**src/rtl/memory_request_arbiter.sv**
```systemverilog
// Two-requester (cpu / program loader) front end for the single memory controller port.
// Define ARB_TIMEOUT_EN to add a WAIT watchdog that ends a stalled transaction with err and 16'hDEAD.
module memory_request_arbiter #(
    parameter int PRIO_MODE      = 0,
    parameter int REQ_HOLD       = 2,
    parameter int TIMEOUT_CYCLES = 255
) (
    input  logic        clk,
    input  logic        reset,
    input  logic        cpu_req,
    input  logic        cpu_we,
    input  logic [15:0] cpu_addr,
    input  logic [15:0] cpu_wdata,
    output logic [15:0] cpu_rdata,
    output logic        cpu_done,
    output logic        cpu_err,
    input  logic        ldr_req,
    input  logic        ldr_we,
    input  logic [15:0] ldr_addr,
    input  logic [15:0] ldr_wdata,
    output logic [15:0] ldr_rdata,
    output logic        ldr_done,
    output logic        ldr_err,
    output logic        mc_request,
    output logic        mc_request_type,
    output logic [15:0] mc_request_address,
    output logic [15:0] mc_memory_write,
    input  logic [15:0] mc_data_out,
    input  logic        mc_memory_ready,
    input  logic        mc_write_complete
);

    typedef enum logic [1:0] {IDLE, ISSUE, WAIT, RESP} state_t;

    state_t     state, next_state;
    logic       rr_ptr;
    logic       owner;
    logic [2:0] hold_cnt;
    logic       grant_valid;
    logic       grant_sel;
    logic       hold_last;
    logic       complete;
    logic       finish;
    logic       timed_out;

    always_ff @(posedge clk or posedge reset) begin
        if (reset)
            state <= IDLE;
        else
            state <= next_state;
    end

    always_comb begin
        next_state = state;
        case (state)
            IDLE:    if (grant_valid) next_state = ISSUE;
            ISSUE:   if (hold_last)   next_state = WAIT;
            WAIT:    if (finish)      next_state = RESP;
            RESP:    next_state = IDLE;
            default: next_state = IDLE;
        endcase
    end

    // grant_sel: 0 = cpu, 1 = ldr; only the pulse type matching the latched command completes it
    always_comb begin
        grant_valid = cpu_req | ldr_req;
        grant_sel   = ldr_req;
        if (cpu_req && ldr_req)
            grant_sel = (PRIO_MODE == 1) ? 1'b1 : rr_ptr;
        hold_last = (state == ISSUE) && (hold_cnt == 3'(REQ_HOLD));
        complete  = (state == WAIT) &&
                    (mc_request_type ? mc_write_complete : mc_memory_ready);
        finish    = complete | timed_out;
    end

`ifdef ARB_TIMEOUT_EN
    logic [7:0] wd_cnt;

    assign timed_out = (state == WAIT) && !complete &&
                       (wd_cnt == 8'(TIMEOUT_CYCLES - 1));

    always_ff @(posedge clk or posedge reset) begin
        if (reset) begin
            wd_cnt  <= 8'd0;
            cpu_err <= 1'b0;
            ldr_err <= 1'b0;
        end else begin
            wd_cnt  <= (state == WAIT) ? wd_cnt + 8'd1 : 8'd0;
            cpu_err <= timed_out && !owner;
            ldr_err <= timed_out && owner;
        end
    end
`else
    assign timed_out = 1'b0;
    assign cpu_err   = 1'b0;
    assign ldr_err   = 1'b0;
`endif

    // Command latch, controller drive and per-port response registers
    always_ff @(posedge clk or posedge reset) begin
        if (reset) begin
            rr_ptr             <= 1'b0;
            owner              <= 1'b0;
            hold_cnt           <= 3'd0;
            mc_request         <= 1'b0;
            mc_request_type    <= 1'b0;
            mc_request_address <= 16'h0000;
            mc_memory_write    <= 16'h0000;
            cpu_rdata          <= 16'h0000;
            ldr_rdata          <= 16'h0000;
            cpu_done           <= 1'b0;
            ldr_done           <= 1'b0;
        end else begin
            cpu_done <= 1'b0;
            ldr_done <= 1'b0;
            case (state)
                IDLE: begin
                    if (grant_valid) begin
                        owner              <= grant_sel;
                        rr_ptr             <= ~grant_sel;
                        hold_cnt           <= 3'd1;
                        mc_request         <= 1'b1;
                        mc_request_type    <= grant_sel ? ldr_we    : cpu_we;
                        mc_request_address <= grant_sel ? ldr_addr  : cpu_addr;
                        mc_memory_write    <= grant_sel ? ldr_wdata : cpu_wdata;
                    end
                end
                ISSUE: begin
                    if (hold_last)
                        mc_request <= 1'b0;
                    else
                        hold_cnt <= hold_cnt + 3'd1;
                end
                WAIT: begin
                    if (finish) begin
                        if (owner) begin
                            ldr_done <= 1'b1;
                            if (timed_out)
                                ldr_rdata <= 16'hDEAD;
                            else if (!mc_request_type)
                                ldr_rdata <= mc_data_out;
                        end else begin
                            cpu_done <= 1'b1;
                            if (timed_out)
                                cpu_rdata <= 16'hDEAD;
                            else if (!mc_request_type)
                                cpu_rdata <= mc_data_out;
                        end
                    end
                end
                RESP: begin
                    mc_request_type    <= 1'b0;
                    mc_request_address <= 16'h0000;
                    mc_memory_write    <= 16'h0000;
                end
                default: ;
            endcase
        end
    end

endmodule

```
**config.mk**
```make
export PLATFORM = sky130hd
export DESIGN_NAME = memory_request_arbiter
export DESIGN_NICKNAME = d
export VERILOG_FILES = /design/src/rtl/memory_request_arbiter.sv
export SDC_FILE = /design/constraint.sdc
export NUM_CORES = 1
export LEC_CHECK = 0
export CAP_MARGIN = 30
export CORE_MARGIN = 2
export CORE_UTILIZATION = 44
export DETAILED_ROUTE_END_ITERATION = 8
export PLACE_DENSITY = 0.85
export SYNTH_ARGS = -nofsm -noshare
export SYNTH_HDL_FRONTEND = slang
export SYNTH_SLANG_ARGS = --single-unit
```
**constraint.sdc**
```tcl
create_clock -name clk -period 6.8 [get_ports clk]
set_input_delay 1.02 -clock clk [delete_from_list [all_inputs] [get_ports clk]]
set_output_delay 1.02 -clock clk [all_outputs]
set_load 0.005 [all_outputs]
```
==> results of run 1 <==
-- registers in the layout (all words and copies together), names as in the netlist, 2 cells and up --
signal              cells
cpu_rdata              16
ldr_rdata              16
mc_memory_write        16
mc_request_address     16
hold_cnt                3
state                   2
-- worst max-delay path, stage by stage --
cell and delay (ps):
clkdlybuf4s50_1 460, nor2b_2 180, and3b_1 700, mux2_2 420
-- worst max path at each step --
| stage | from | endpoint | slack (ps) |
|---|---|---|---|
| 2_1_floorplan | reset | cpu_done$_DFF_PP0_ | 3870 |
| 3_3_place_gp | ldr_req | mc_memory_write[7]$_DFFE_PP0P_ | 3840 |
| 3_5_place_dp | mc_memory_ready | cpu_rdata[6]$_DFFE_PP0P_ | 3850 |
| 4_1_cts | mc_memory_ready | cpu_rdata[7]$_DFFE_PP0P_ | 4230 |
| 5_1_grt | mc_memory_ready | cpu_rdata[6]$_DFFE_PP0P_ | 4130 |
| 6_report | mc_memory_ready | cpu_rdata[6]$_DFFE_PP0P_ | 4240 |
-- metal layers --
metal / track usage (%) / up-vias / wire, um
met5: 0 / - / 0
li1: - / 1190 / -
met4: 7.463 / 0 / 127
met1: 24.57 / 1171 / 3425
met3: 9.696 / 12 / 1050
met2: 32.29 / 128 / 3833
-- through the flow --
| stage | instance area [um^2] | hold WS, ps | util, % |
|---|---|---|---|
| finish | 5224 | 487.2 | 71.26 |
| detailed placement | 4982 | 473.4 | 67.96 |
| floorplan | 3387 | 479.4 | - |
| global placement | 4955 | 470.0 | 67.59 |
| global route | 5224 | 507.6 | 71.26 |
| CTS | 5224 | 493.4 | 71.26 |
-- power by group --
group | total, W | internal [W] | switching, W | leakage (nW)
clock | 0.000409 | 0.000253 | 0.000156 | 0.123
sequential | 0.000795 | 0.000664 | 0.000131 | 0.947
combinational | 0.00101 | 0.000634 | 0.000380 | 1.23
total | 0.00222 | 0.00155 | 0.000667 | 2.30
-- final cells by class --
| class | instances | area [um^2] | share of cell area [%] |
|---|---|---|---|
| sequential | 75 | 1877 | 35.93 |
| inverter | 6 | 22.52 | 0.4311 |
| multi-input combinational | 145 | 1358 | 25.99 |
| clock inverter | 5 | 100.1 | 1.916 |
| tap | 99 | 123.9 | 2.371 |
| clock buffer | 11 | 141.4 | 2.707 |
| timing repair buffer | 159 | 1602 | 30.66 |
-- kinds of logic (layout without fill, tap and decap cells) --
logic type | Yosys count | after routing | share of synthesized area (%)
flops | 75 | 75 | 55.47
mux | 68 | 68 | 21.60
compound gates | 50 | 50 | 12.87
buf+inv | 22 | 181 | 4.512
simple gates | 18 | 18 | 2.848
fa+ha+maj | 7 | 7 | 2.589
other cells | 1 | 2 | 0.1108
-- synth_stat cells (2+ instances only) --
| cell type | n |
|---|---|
| mux2i_1 | 34 |
| buf_4 | 5 |
| nand2_1 | 5 |
| mux2_4 | 2 |
| o21ai_0 | 4 |
| nor2_1 | 5 |
| buf_6 | 6 |
| o2bb2ai_2 | 4 |
| mux2_2 | 31 |
| a22o_1 | 2 |
| dfrtp_1 | 75 |
| buf_2 | 5 |
| inv_1 | 6 |
| ha_1 | 7 |
| o2bb2ai_1 | 29 |
| a21oi_1 | 4 |
==> impl_metrics.json, run 1 <==
{
  "status": "complete, no violations",
  "maxCapViolCount": 0,
  "drc": 0,
  "postSynth.asyncResetShare_pct": 100.0,
  "io_pins": 158,
  "final_cell_mix": "155 x clkdlybuf4s50_1, 75 x dfrtp_1, 34 x mux2i_1",
  "ys_types": 33,
  "end_kind": "flip-flop",
  "dp_hpwl_um": 6309,
  "cp_max_fo": 16,
  "grt_max_degree": 76,
  "clock_path_buffers": 2,
  "ant_nets": 0,
  "worstHoldStart": "mc_memory_write[11]$_DFFE_PP0P_",
  "drive_gt1_share_pct": 15.71,
  "overflow": 0,
  "rsz0062_at_grt": "no",
  "insertion_delay_ps": 350,
  "ys_seq_area_share_pct": 55.47,
  "netlist_area_um2": 3383,
  "worstHoldPathType": "flip-flop to flip-flop",
  "finalCritPeriodShare_pct": 37.66,
  "grt_pass1_wl_um": 13480,
  "grt_use_total_pct": 20.48,
  "worst_ep_required_time_ps": 7030,
  "r2r-end": "cpu_rdata[6]$_DFFE_PP0P_",
  "syn_area_per_cell_um2": 14.04,
  "die_y_um": 91.69,
  "skew_ps": 15.40,
  "die_x_um": 91.69,
  "ys_warn_count": 0,
  "synth.largest_area_cell": "dfrtp_1",
  "whs_endpoint": "mc_memory_write[11]$_DFFE_PP0P_",
  "die-area_um2": 8407,
  "cts_resized": 0,
  "final_nets": 491,
  "synth_top_area_share_pct": 55.47,
  "wl_um": 8437,
  "max_slew_margin_pct": 38.41,
  "cts_sinks": 75,
  "routabilityCongestion": 0.6766,
  "p_leak_nw": 2.300,
  "num-fill-cells": 510,
  "cts_root_buf": "clkbuf_8",
  "cp.arrival_ps": 2790,
  "cts_hold_buf": 0,
  "num_vias": 2501,
  "finalSetupViolCount": 0,
  "cts_tree": "built",
  "ys_ff_latch": 75,
  "ir_drop_uv": 220.5,
  "hold_violations": 0,
  "slew_viol_final": 0,
  "post-place-ws_ps": 3854,
  "final_common_cell": "clkdlybuf4s50_1",
  "yosys-top-cells-area": "dfrtp_1 55%, mux2_2 10%, mux2i_1 10%",
  "ys.flop_type": "dfrtp_1",
  "fin_crit_ps": 2561,
  "path_class": "input port to flip-flop",
  "drtIter0Drc": 64,
  "htreeDepth": 3,
  "cp-start-kind": "input port",
  "ff2ff_path_depth": 4,
  "antenna_cells": 0,
  "min_path_cells": 1,
  "antenna_found_initial": 0,
  "fin_ws_ps": 4239,
  "dr.pass1.iters": 4,
  "dp.cells": 484,
  "rr_startpoint": "state[0]$_DFFE_PP0P_",
  "worst_pin_slew_ps": 923.8,
  "power_density_nw_per_um2": 424.6,
  "coreArea_um2": 7331,
  "ff2ff_setup_slack_ps": 4700,
  "synthToLayoutAreaGrowth_pct": 54.40,
  "via_per_inst": 5.002,
  "max_freq_mhz": 390.5,
  "fin_tns_setup_ps": 0,
  "synth-edff-count": 0,
  "grt_pass1_vias": 2670,
  "total_power_w": 0.002218,
  "clk_pin_slew_ps": 70,
  "cts_buffers": 9,
  "start_util_pct": 46.15,
  "rows": 31,
  "wl_per_cell_um": 16.87,
  "portBuffers": 155,
  "cts_setup_buffers": 0,
  "stdcell_count": 500,
  "syn_inst": 241
}
(Power assumes the default switching activity.)
==> run 2, diff against run 1 <==
- CORE_UTILIZATION: 44 -> 37
- PLACE_DENSITY: 0.85 -> 0.76
- clock period: 6.8 -> 2.25 ns (I/O delays scaled with it)
==> impl_metrics.json, run 2 (same netlist as run 1, synthesis figures left out) <==
{
  "cts_hold_buf": 0,
  "p_leak_nw": 2.316,
  "multi_input_area_um2": 1358,
  "wl_um": 8449,
  "grt_pass1_wl_um": 13680,
  "grt_max_degree": 47,
  "htreeDepth": 3,
  "ant_nets": 0,
  "cts_tree": "built",
  "path_class": "flip-flop to flip-flop",
  "cp_max_fo": 6,
  "drc": 0,
  "via_per_inst": 4.908,
  "die_x_um": 99.63,
  "cts_setup_buffers": 0,
  "drtIter0Drc": 67,
  "finalCritPeriodShare_pct": 84.65,
  "max_slew_margin_pct": 65.95,
  "fin_crit_ps": 1905,
  "rows": 34,
  "coreArea_um2": 8806,
  "cp-start-kind": "flip-flop",
  "final_common_cell": "clkdlybuf4s50_1",
  "worstHoldPathType": "input port to asynchronous set/reset pin",
  "fin_hold_ws_ps": 343.1,
  "routabilityCongestion": 0.7127,
  "die-area_um2": 9925,
  "ir_drop_uv": 672.1,
  "die_y_um": 99.63,
  "register_area_um2": 1877,
  "antenna_found_initial": 0,
  "clock_path_buffers": 2,
  "slew_viol_final": 0,
  "num_vias": 2518,
  "drive_gt1_share_pct": 16.79,
  "status": "complete, no violations",
  "synthToLayoutAreaGrowth_pct": 55.36,
  "finalSetupViolCount": 0,
  "overflow": 0,
  "end_kind": "flip-flop",
  "grt_use_total_pct": 17.52,
  "cts_buffers": 9,
  "maxCapViolCount": 0,
  "cp.arrival_ps": 2130,
  "rsz0062_at_grt": "no",
  "dr.pass1.iters": 3,
  "power_density_nw_per_um2": 1267,
  "insertion_delay_ps": 340,
  "wl_per_cell_um": 16.47,
  "cts_sinks": 75,
  "clk_pin_slew_ps": 70,
  "worst_pin_slew_ps": 510.1,
  "dp_hpwl_um": 6336,
  "cts_root_buf": "clkbuf_8",
  "portBuffers": 155,
  "grt_pass1_vias": 2697,
  "final_nets": 495,
  "antenna_cells": 0,
  "num-fill-cells": 706,
  "fin_tns_setup_ps": 0,
  "io_pins": 158,
  "worst_ep_required_time_ps": 2470,
  "skew_ps": 8.360,
  "final_cell_mix": "155 x clkdlybuf4s50_1, 75 x dfrtp_1, 34 x mux2i_1",
  "max_freq_mhz": 525.1,
  "hold_violations": 0,
  "start_util_pct": 38.42,
  "cts_resized": 0
}
==> run 2: final timing paths <==
kind,startpoint,slack [ps],cells after the start,to
worst max-delay path,state[0]$_DFFE_PP0P_,350,5,cpu_rdata[11]$_DFFE_PP0P_
worst min-delay path,reset,340,2,mc_memory_write[4]$_DFFE_PP0P_
worst max register to register,state[0]$_DFFE_PP0P_,350,5,cpu_rdata[11]$_DFFE_PP0P_
worst min register to register,mc_memory_write[8]$_DFFE_PP0P_,490,1,mc_memory_write[8]$_DFFE_PP0P_
max in group asynchronous,reset,1290,3,cpu_rdata[11]$_DFFE_PP0P_
min in group clk,mc_memory_write[8]$_DFFE_PP0P_,490,1,mc_memory_write[8]$_DFFE_PP0P_
==> run 2: cell type report <==
class                           count  area share [%]
Clock inverter                      5           1.428
Inverter                            6          0.4523
Multi-Input combinational cell    145           25.83
Sequential cell                    75           35.71
Tap cell                          108           2.571
Clock buffer                       11           2.880
Timing Repair Buffer              163           31.14
==> run 2: routing by layer <==
metal	up-vias	share of wire, %	GRT usage (%)
met5	-	0	0
met4	0	1.8	6.744
met3	12	11	6.746
met2	121	45	27.75
met1	1190	42	21.71
li1	1195	-	-
==> run 2: critical path: stages, from the launching register on <==
cell and delay, ps:
dfrtp_1 420, inv_1 120, ha_1 320, and3b_1 370, buf_4 220, mux2_2 340
==> run 2: through the flow <==
stage | setup WS [ps] | cell area (um^2) | utilization [%] | total power (W) | std cells
6_report | 345.5 | 5256 | 59.69 | 0.006657 | 513
4_1_cts | 342.0 | 5256 | 59.69 | 0.006751 | 513
5_1_grt | 204.5 | 5256 | 59.69 | 0.007116 | 513
3_5_place_dp | 240.1 | 5030 | 57.12 | 0.005547 | 497
2_1_floorplan | 2.525 | 3387 | - | 0.003850 | 242
3_3_place_gp | 289.0 | 5030 | 57.12 | 0.005462 | 497
==> run 2: power by group <==
part	internal, W	total [W]	switching (W)
Sequential	0.00201	0.00241	0.000406
Combinational	0.00193	0.00309	0.00116
Clock	0.000680	0.00115	0.000473
Total	0.00462	0.00666	0.00204
